File: config.mk
export PLATFORM = sky130hd
export DESIGN_NAME = ram4x16_access_ctrl
export DESIGN_NICKNAME = d
export VERILOG_FILES = /design/src/rtl/ram4x16_access_ctrl.sv
export SDC_FILE = /design/constraint.sdc
export NUM_CORES = 1
export LEC_CHECK = 0
export ABC_CLOCK_PERIOD_IN_PS = 2970
export BUFFER_PORTS_ARGS = -buffer_cell sky130_fd_sc_hd__clkbuf_2
export CAP_MARGIN = 10
export CORE_ASPECT_RATIO = 0.5
export CORE_MARGIN = 8
export CORE_UTILIZATION = 50
export DETAILED_ROUTE_END_ITERATION = 10
export GPL_ROUTABILITY_DRIVEN = 0
export PLACE_DENSITY = 0.91
export SKIP_CTS_REPAIR_TIMING = 1
export SLEW_MARGIN = 25
export SYNTH_ARGS = -nofsm -noshare
export SYNTH_HDL_FRONTEND = slang
export SYNTH_SLANG_ARGS = --single-unit
File: constraint.sdc
create_clock -name clk -period 2.97 [get_ports clk]
set_clock_uncertainty 0.15 [all_clocks]
set_input_delay 0.1485 -clock clk [delete_from_list [all_inputs] [get_ports clk]]
set_output_delay 0.1485 -clock clk [all_outputs]
set_load 0.1 [all_outputs]
File: src/rtl/ram4x16_access_ctrl.sv
// Request sequencer in front of the 4x16 JK-flip-flop memory.
// Single-word read/write requests arrive on a valid/ready handshake; read
// data leaves on a response handshake. A one-shot init sequence zero-fills
// every word because the memory array has no clear path of its own.
`timescale 1ns/1ps
module ram4x16_access_ctrl #(
  parameter int DATA_W   = 16,
  parameter int ADDR_W   = 2,
  parameter int READ_LAT = 1    // 1..3 cycles of address hold before sampling
) (
  input  logic              clk,
  input  logic              reset,      // async, active low
  input  logic              req_valid,
  output logic              req_ready,
  input  logic              req_rw,
  input  logic [ADDR_W-1:0] req_addr,
  input  logic [DATA_W-1:0] req_wdata,
  output logic              rsp_valid,
  input  logic              rsp_ready,
  output logic [DATA_W-1:0] rsp_rdata,
  input  logic              init,
  output logic              init_done,
  output logic              busy,
  output logic [ADDR_W-1:0] mem_addr,
  output logic              mem_rw,
  output logic [DATA_W-1:0] mem_wdata,
  input  logic [DATA_W-1:0] mem_rdata
);

  localparam logic [2:0] S_IDLE      = 3'd0;
  localparam logic [2:0] S_INIT      = 3'd1;
  localparam logic [2:0] S_WRITE     = 3'd2;
  localparam logic [2:0] S_READ_WAIT = 3'd3;
  localparam logic [2:0] S_RESP      = 3'd4;

  localparam logic [1:0] RD_WAIT = 2'(READ_LAT - 1);

  logic [2:0] state;
  logic [1:0] wait_cnt;

  // init is checked ahead of req_valid, so blocking ready on init keeps a
  // simultaneous request from being consumed while the zero-fill starts
  assign req_ready = (state == S_IDLE) & ~init;
  assign busy      = (state != S_IDLE);

  // Main sequencer. The async reset also drops mem_rw at once so an
  // interrupted write never reaches the array. During INIT, mem_addr
  // itself serves as the fill counter.
  always_ff @(posedge clk or negedge reset) begin
    if (!reset) begin
      state     <= S_IDLE;
      wait_cnt  <= '0;
      mem_addr  <= '0;
      mem_rw    <= 1'b0;
      mem_wdata <= '0;
      rsp_valid <= 1'b0;
      rsp_rdata <= '0;
      init_done <= 1'b0;
    end else begin
      init_done <= 1'b0;
      case (state)
        S_IDLE: begin
          if (init) begin
            state     <= S_INIT;
            mem_addr  <= '0;
            mem_wdata <= '0;
            mem_rw    <= 1'b1;
          end else if (req_valid) begin
            mem_addr <= req_addr;
            if (req_rw) begin
              mem_wdata <= req_wdata;
              mem_rw    <= 1'b1;
              state     <= S_WRITE;
            end else begin
              mem_rw   <= 1'b0;
              wait_cnt <= RD_WAIT;
              state    <= S_READ_WAIT;
            end
          end
        end
        S_INIT: begin
          if (mem_addr == '1) begin
            mem_rw    <= 1'b0;
            mem_addr  <= '0;
            init_done <= 1'b1;
            state     <= S_IDLE;
          end else begin
            mem_addr <= mem_addr + ADDR_W'(1);
          end
        end
        S_WRITE: begin
          // memory captures on this edge; one write cycle only
          mem_rw <= 1'b0;
          state  <= S_IDLE;
        end
        S_READ_WAIT: begin
          if (wait_cnt == 2'd0) begin
            rsp_rdata <= mem_rdata;
            rsp_valid <= 1'b1;
            state     <= S_RESP;
          end else begin
            wait_cnt <= wait_cnt - 2'd1;
          end
        end
        S_RESP: begin
          // rsp_rdata keeps its last value after the handshake
          if (rsp_ready) begin
            rsp_valid <= 1'b0;
            state     <= S_IDLE;
          end
        end
        default: begin
          mem_rw <= 1'b0;
          state  <= S_IDLE;
        end
      endcase
    end
  end

endmodule
==> results of run 1 <==
area by class of cell:
type / count / area [µm²] / area share
Clock buffer: 7 / 76.32 / 0.02699
Timing Repair Buffer: 112 / 733.2 / 0.2593
Tap cell: 54 / 67.56 / 0.02389
Multi-Input combinational cell: 87 / 790.8 / 0.2796
Clock inverter: 1 / 30.03 / 0.01062
Sequential cell: 42 / 1051 / 0.3717
Inverter: 21 / 78.83 / 0.02788
worst register-to-register path, cell delays in order (launching register included):
cell and delay, ns:
dfrtp_1 0.50, and2b_1 0.32, nand3_2 0.37, mux2_1 0.48
kinds of logic (layout without fill, tap and decap cells):
kind of cell	after synthesis	after routing
muxes	22	22
DFF	42	42
buffers and inverters	34	141
AOI/OAI and AO/OA	44	44
adders and majority gates	2	2
and+or+nand+nor	19	19
worst paths after layout:
kind | startpoint | to | slack [ns]
hold reg to reg | wait_cnt[0] | wait_cnt[0] | 0.33
setup / recovery | state[1] | busy | 0.73
min in group asynchronous | reset | rsp_rdata[2] | 0.23
max in group asynchronous | reset | state[1] | 2.08
hold / removal | req_rw | state[0] | 0.13
setup reg to reg | state[2] | rsp_rdata[0] | 1.03
metal layers:
layer | GRT usage | part of all wire | up-vias
met2 | 0.2818 | 0.55 | 54
met1 | 0.1560 | 0.39 | 875
met3 | 0.03814 | 0.038 | 8
met5 | 0 | 0 | -
li1 | - | - | 795
met4 | 0.04819 | 0.015 | 0
per-stage QoR:
stage	utilization	setup WS [ns]
2_1_floorplan	-	0.8657
3_3_place_gp	0.6156	0.9847
3_5_place_dp	0.6156	0.9590
6_report	0.7319	0.7335
5_1_grt	0.7319	0.6603
4_1_cts	0.6431	0.7631
registers in the layout (all words and copies together) (netlist names):
name,count
mem_wdata,16
rsp_rdata,16
state,3
mem_addr,2
wait_cnt,2
init_done,1
mem_rw,1
rsp_valid,1
cell usage in the layout (no fill, tap or decap), types with 3 or more instances in the layout:
master,netlist,final
clkbuf_2,0,77
dfrtp_1,42,42
dlygate4sd3_1,0,34
inv_1,21,21
o21ai_1,17,17
o41ai_2,12,12
mux2_2,11,11
mux2_1,9,9
o41ai_1,5,5
clkbuf_8,0,5
nor2_1,4,4
nor2b_1,3,3
==> impl_results.md, run 1 <==
* Status: finished clean
* Crit-path leading delay family: flip-flops
* Slowest-stage cell, CP: dfrtp_1
* Largest net degree at the start of global routing at between 40 and 50
* Die height at 60.72 µm
* Final hold violations at 0
* WL per Instance at 17.38 µm
* Via density at between 5 and 6
* Compound-cell area share of the yosys netlist at 0.1940
* Post-Synth Adder-Cell Area at 0.01252
* Critical path endpoint category: primary output
* Final Instance Area at 2828 µm²
* Yosys top cell area share at 0.5257
* Worst path required time at 2.67 ns
* RSZ-0062 raised after global routing: false
* Crit path arrival time at 1.94 ns
* Crit path buffers/inverters at 1
* Hold WC Path Type: in -> reg
* Core ar. at around 3900 µm²
* Startpoint types: register
* Cell taking the most area after synthesis: dfrtp_1
* Final Routed Wirelength at ~5600 µm
* Main combinational cell family by area after synthesis: compound AO/OA/AOI/OAI gates
* Synth Flop Type: dfrtp_1
* Placed Cells at about 280
* Final Max Tran Viols at 0
* Seq/Total Area, Yosys at 0.5257
* Antenna violations before repair at 0
* Final hold slack at approximately 0.13 ns
* Die Area at 6401 µm²
* Period utilisation layout at 0.7530
* Yosys reg bits at between 40 and 50
* Syn nets at 205
* Ys Warns at 0
* CTS buffer count at 5
* Remaining Overflow, GRT at 0
* CP Max Fanout at 35
* Post-synthesis mux area share at 0.1227
* Worst setup path class: reg -> out
* Vias at 1732
* F_max at 447.1 MHz
* Most frequent cells after synthesis: dfrtp_1 (42), inv_1 (21), o21ai_1 (17)
* Worst-Margin Slew at 0.9672 ns
* Clk_lat worst skew at 0.29 ns
* Setup-failing EPs final at 0
* Synth area leaders: dfrtp_1 (53%), o41ai_2 (9.8%), mux2_2 (6.2%)
* Post-DP HPWL at approximately 3400 µm
* I/O pin total at around 80
* CTS tree: built
* Clk pin slew, worst setup/hold paths at 0.08 ns
* Count leader, synth: dfrtp_1
* Clk buf depth at 2
* Initial DRC count at 117
* Number of synthesized flops with an enable pin at 0
* Port bufs at 78
* Critical path cell sequence: or3_4 -> clkbuf_2
* Asr flop ratio synth at 1.000
* Fillcell total at roughly 230
* Hold path depth at 3
* Vias in the first global route at 1584
* Rows at 16
* Tmin final at ~2.2 ns
* All-Layer GR Usage at 0.1458
* H-tree depth at 2
* Nets at about 310
* Mapped Cells at approximately 160
* Worst path depth at 2
* Final antenna-violating net count at 0
* N_diodes at 0
* Area delta synth->final at 41.43%
* CTS sink count at between 40 and 50
* First-pass GRT wire length at 7500 µm
* Reg2Reg Depth at 3
* Root Driver: clkbuf_8
* Synth Cell Area at 1999 µm²
* Synth Area in Simple Gates at 0.06070
* Synth Area per Inst at 12.27 µm²
* Setup TNS Final at 0 ns
* Initial Utilization at 0.5175
* Crit path largest cell delay at 0.61 ns
* Netlist cell types at 33
* Share of cells above drive strength 1 at 0.4074
* Worst slew margin at 0.3537
* Placed cell areas at between 2000 and 2500 µm²
* Post-Synth XOR/XNOR Area at 0
* Remaining DRCs at 0
* Detailed Routing Iterations Pass 1 at 5
* Max Cap Violations at 0
* Final Non-Filler Cells at ~320
* Die X-Extent at approximately 110 µm
Power of run 1 is left out: the tool's default activity adds up to more than one toggle a clock period on the data nets, which glitch-free logic cannot reach.
==> run 2, diff against run 1 <==
Settings changed: ABC_CLOCK_PERIOD_IN_PS 2970 to 1900, CORE_UTILIZATION 50 to 43, PLACE_DENSITY 0.91 to 0.84.
Clock period 2.97 ns to 1.9 ns, I/O delays scaled along.
==> impl_results.md, run 2 (same netlist as run 1, synthesis figures left out) <==
* Status: finished clean
* Remaining Overflow, GRT at 0 (unchanged)
* CTS tree: built
* Area delta synth->final at 46.37%
* Antenna violations before repair at 0 (unchanged)
* Slowest-stage cell, CP: or4_4
* Vias in the first global route at 1686 (+6.4%)
* Via density at 4.985 (-6.7%)
* Rows at 17 (+1)
* Remaining DRCs at 0 (unchanged)
* Crit path buffers/inverters at 3 (+2)
* HP Start: init
* H-tree depth at 2 (unchanged)
* Hold WC Path Type: in -> reg
* First-pass GRT wire length at 7755 µm (+3.4%)
* Crit path largest cell delay at 0.44 ns (-0.17 ns)
* Root Driver: clkbuf_8
* Port bufs at 78 (unchanged)
* Final antenna-violating net count at 0 (unchanged)
* Reg2Reg Depth at 3 (unchanged)
* Die height at 64.22 µm (+5.8%)
* Post-DP HPWL at 3649 µm (+6.6%)
* RR Endpoint: mem_addr[0]
* Max Cap Violations at 0 (unchanged)
* Startpoint types: register
* I/O pin total at 79 (unchanged)
* Worst-Margin Slew at 0.5909 ns (-0.3764 ns)
* Crit path arrival time at 1.58 ns (-0.36 ns)
* Final Routed Wirelength at 5246 µm (-6.8%)
* Clk_lat worst skew at 0.28 ns (about the same)
* Initial DRC count at 71 (-39%)
* Worst setup path class: reg -> out
* Largest net degree at the start of global routing at 36 (-16%)
* Worst path required time at 1.65 ns (-1.02 ns)
* Most frequent cells in the layout: clkbuf_2 (76), dfrtp_1 (39), dlygate4sd3_1 (34), inv_1 (20), o21ai_1 (17)
* Critical path cell sequence: buf_4 -> or4_4 -> inv_2 -> buf_12
* RR Startpoint: state[2]
* Most common cell after layout, fill and taps aside: clkbuf_2
* M3 GR Usage at 0.04401 (+0.005872)
* Setup ws final at 0.07259 ns (-0.6609 ns)
* Die X-Extent at 112.4 µm (+6.6%)
* Final Non-Filler Cells at 334 (+3.1%)
* Critical path endpoint category: primary output
* Tmin final at 1.827 ns
* RSZ-0062 raised after global routing: false
* Global route hottest layer: met2
* Placed Cells at 292 (+3.5%)
* Final Max Tran Viols at 0 (unchanged)
* Clk pin slew, worst setup/hold paths at 0.08 ns (about the same)
* Initial Utilization at 0.4498 (-0.06773)
* WL per Instance at 15.71 µm (-9.6%)
* Met2 usage at 0.2569 (-0.02489)
* Top Registers: mem_wdata x16, rsp_rdata x16, state x3
* Global routing usage on met1 at 0.1327 (-0.02335)
* Fillcell total at 326 (+39%)
* Crit-path leading delay family: simple AND/OR/NAND/NOR gates
* Hold path depth at 3 (unchanged)
* N_diodes at 0 (unchanged)
* Hold Path End: state[1]
* Vias at 1665 (-3.9%)
* Worst slew margin at 0.6061 (+0.2523)
* Die Area at 7220 µm² (+13%)
* Nets at 318 (+2.3%)
* Core ar. at 4446 µm² (+15%)
* Setup-failing EPs final at 0 (unchanged)
* All-Layer GR Usage at 0.1310 (-0.01489)
* R2R setup slack at 0.14 ns (-0.89 ns)
* Final hold violations at 0 (unchanged)
* Period utilisation layout at 0.9618
* CTS sink count at 42 (unchanged)
* CTS buffer count at 5 (unchanged)
* Share of cells above drive strength 1 at 0.4404 (+0.03303)
* F_max at roughly 550 MHz
* CP Max Fanout at 7 (-80%)
* Detailed Routing Iterations Pass 1 at 4 (-1)
* Clk buf depth at 2 (unchanged)
* Setup TNS Final at 0 ns (unchanged)
* Worst slack, placed at 0.04638 ns (-0.9126 ns)
-- run 2: worst max path at each step --
stage	start	end	depth (start not counted)
after floorplan	state[1]	req_ready	3
after global placement	state[2]	rsp_rdata[0]	3
after detailed placement	state[2]	rsp_rdata[13]	3
after CTS	state[2]	req_ready	3
after global routing	state[0]	req_ready	4
final	state[0]	req_ready	4
-- run 2: tightest hold or removal path, stage by stage --
cell and delay (ns):
clkbuf_2 0.12, or4_4 0.15, o21ai_0 0.08
-- run 2: area by class of cell --
class                   instances  area [µm²]  share of cell area
clock buffers                   7       76.32             0.02608
repair buffers                119       813.3              0.2779
multi-input cells              87       802.0              0.2740
inverters                      21       78.83             0.02693
clock inverters                 1       30.03             0.01026
well taps                      57       71.32             0.02437
flip-flops and latches         42        1055              0.3604
-- run 2: per-stage QoR --
step,instance area [µm²],utilization,hold WS (ns)
final,2927,0.6583,0.04483
after CTS,2574,0.5789,-0.3380
after global routing,2927,0.6583,0.07787
after detailed placement,2467,0.5550,-0.02549
after floorplan,2004,-,-0.3506
after global placement,2467,0.5550,-0.03367
-- run 2: metal layers --
metal  part of all wire  routed length (µm)  vias to the layer above
li1                   -                   -                      806
met1               0.39                2020                      827
met2               0.57                2975                       28
met3              0.039                 203                        4
met4             0.0088                  46                        0
met5                  0                   0                        -
Power of run 2 is left out for the same reason.
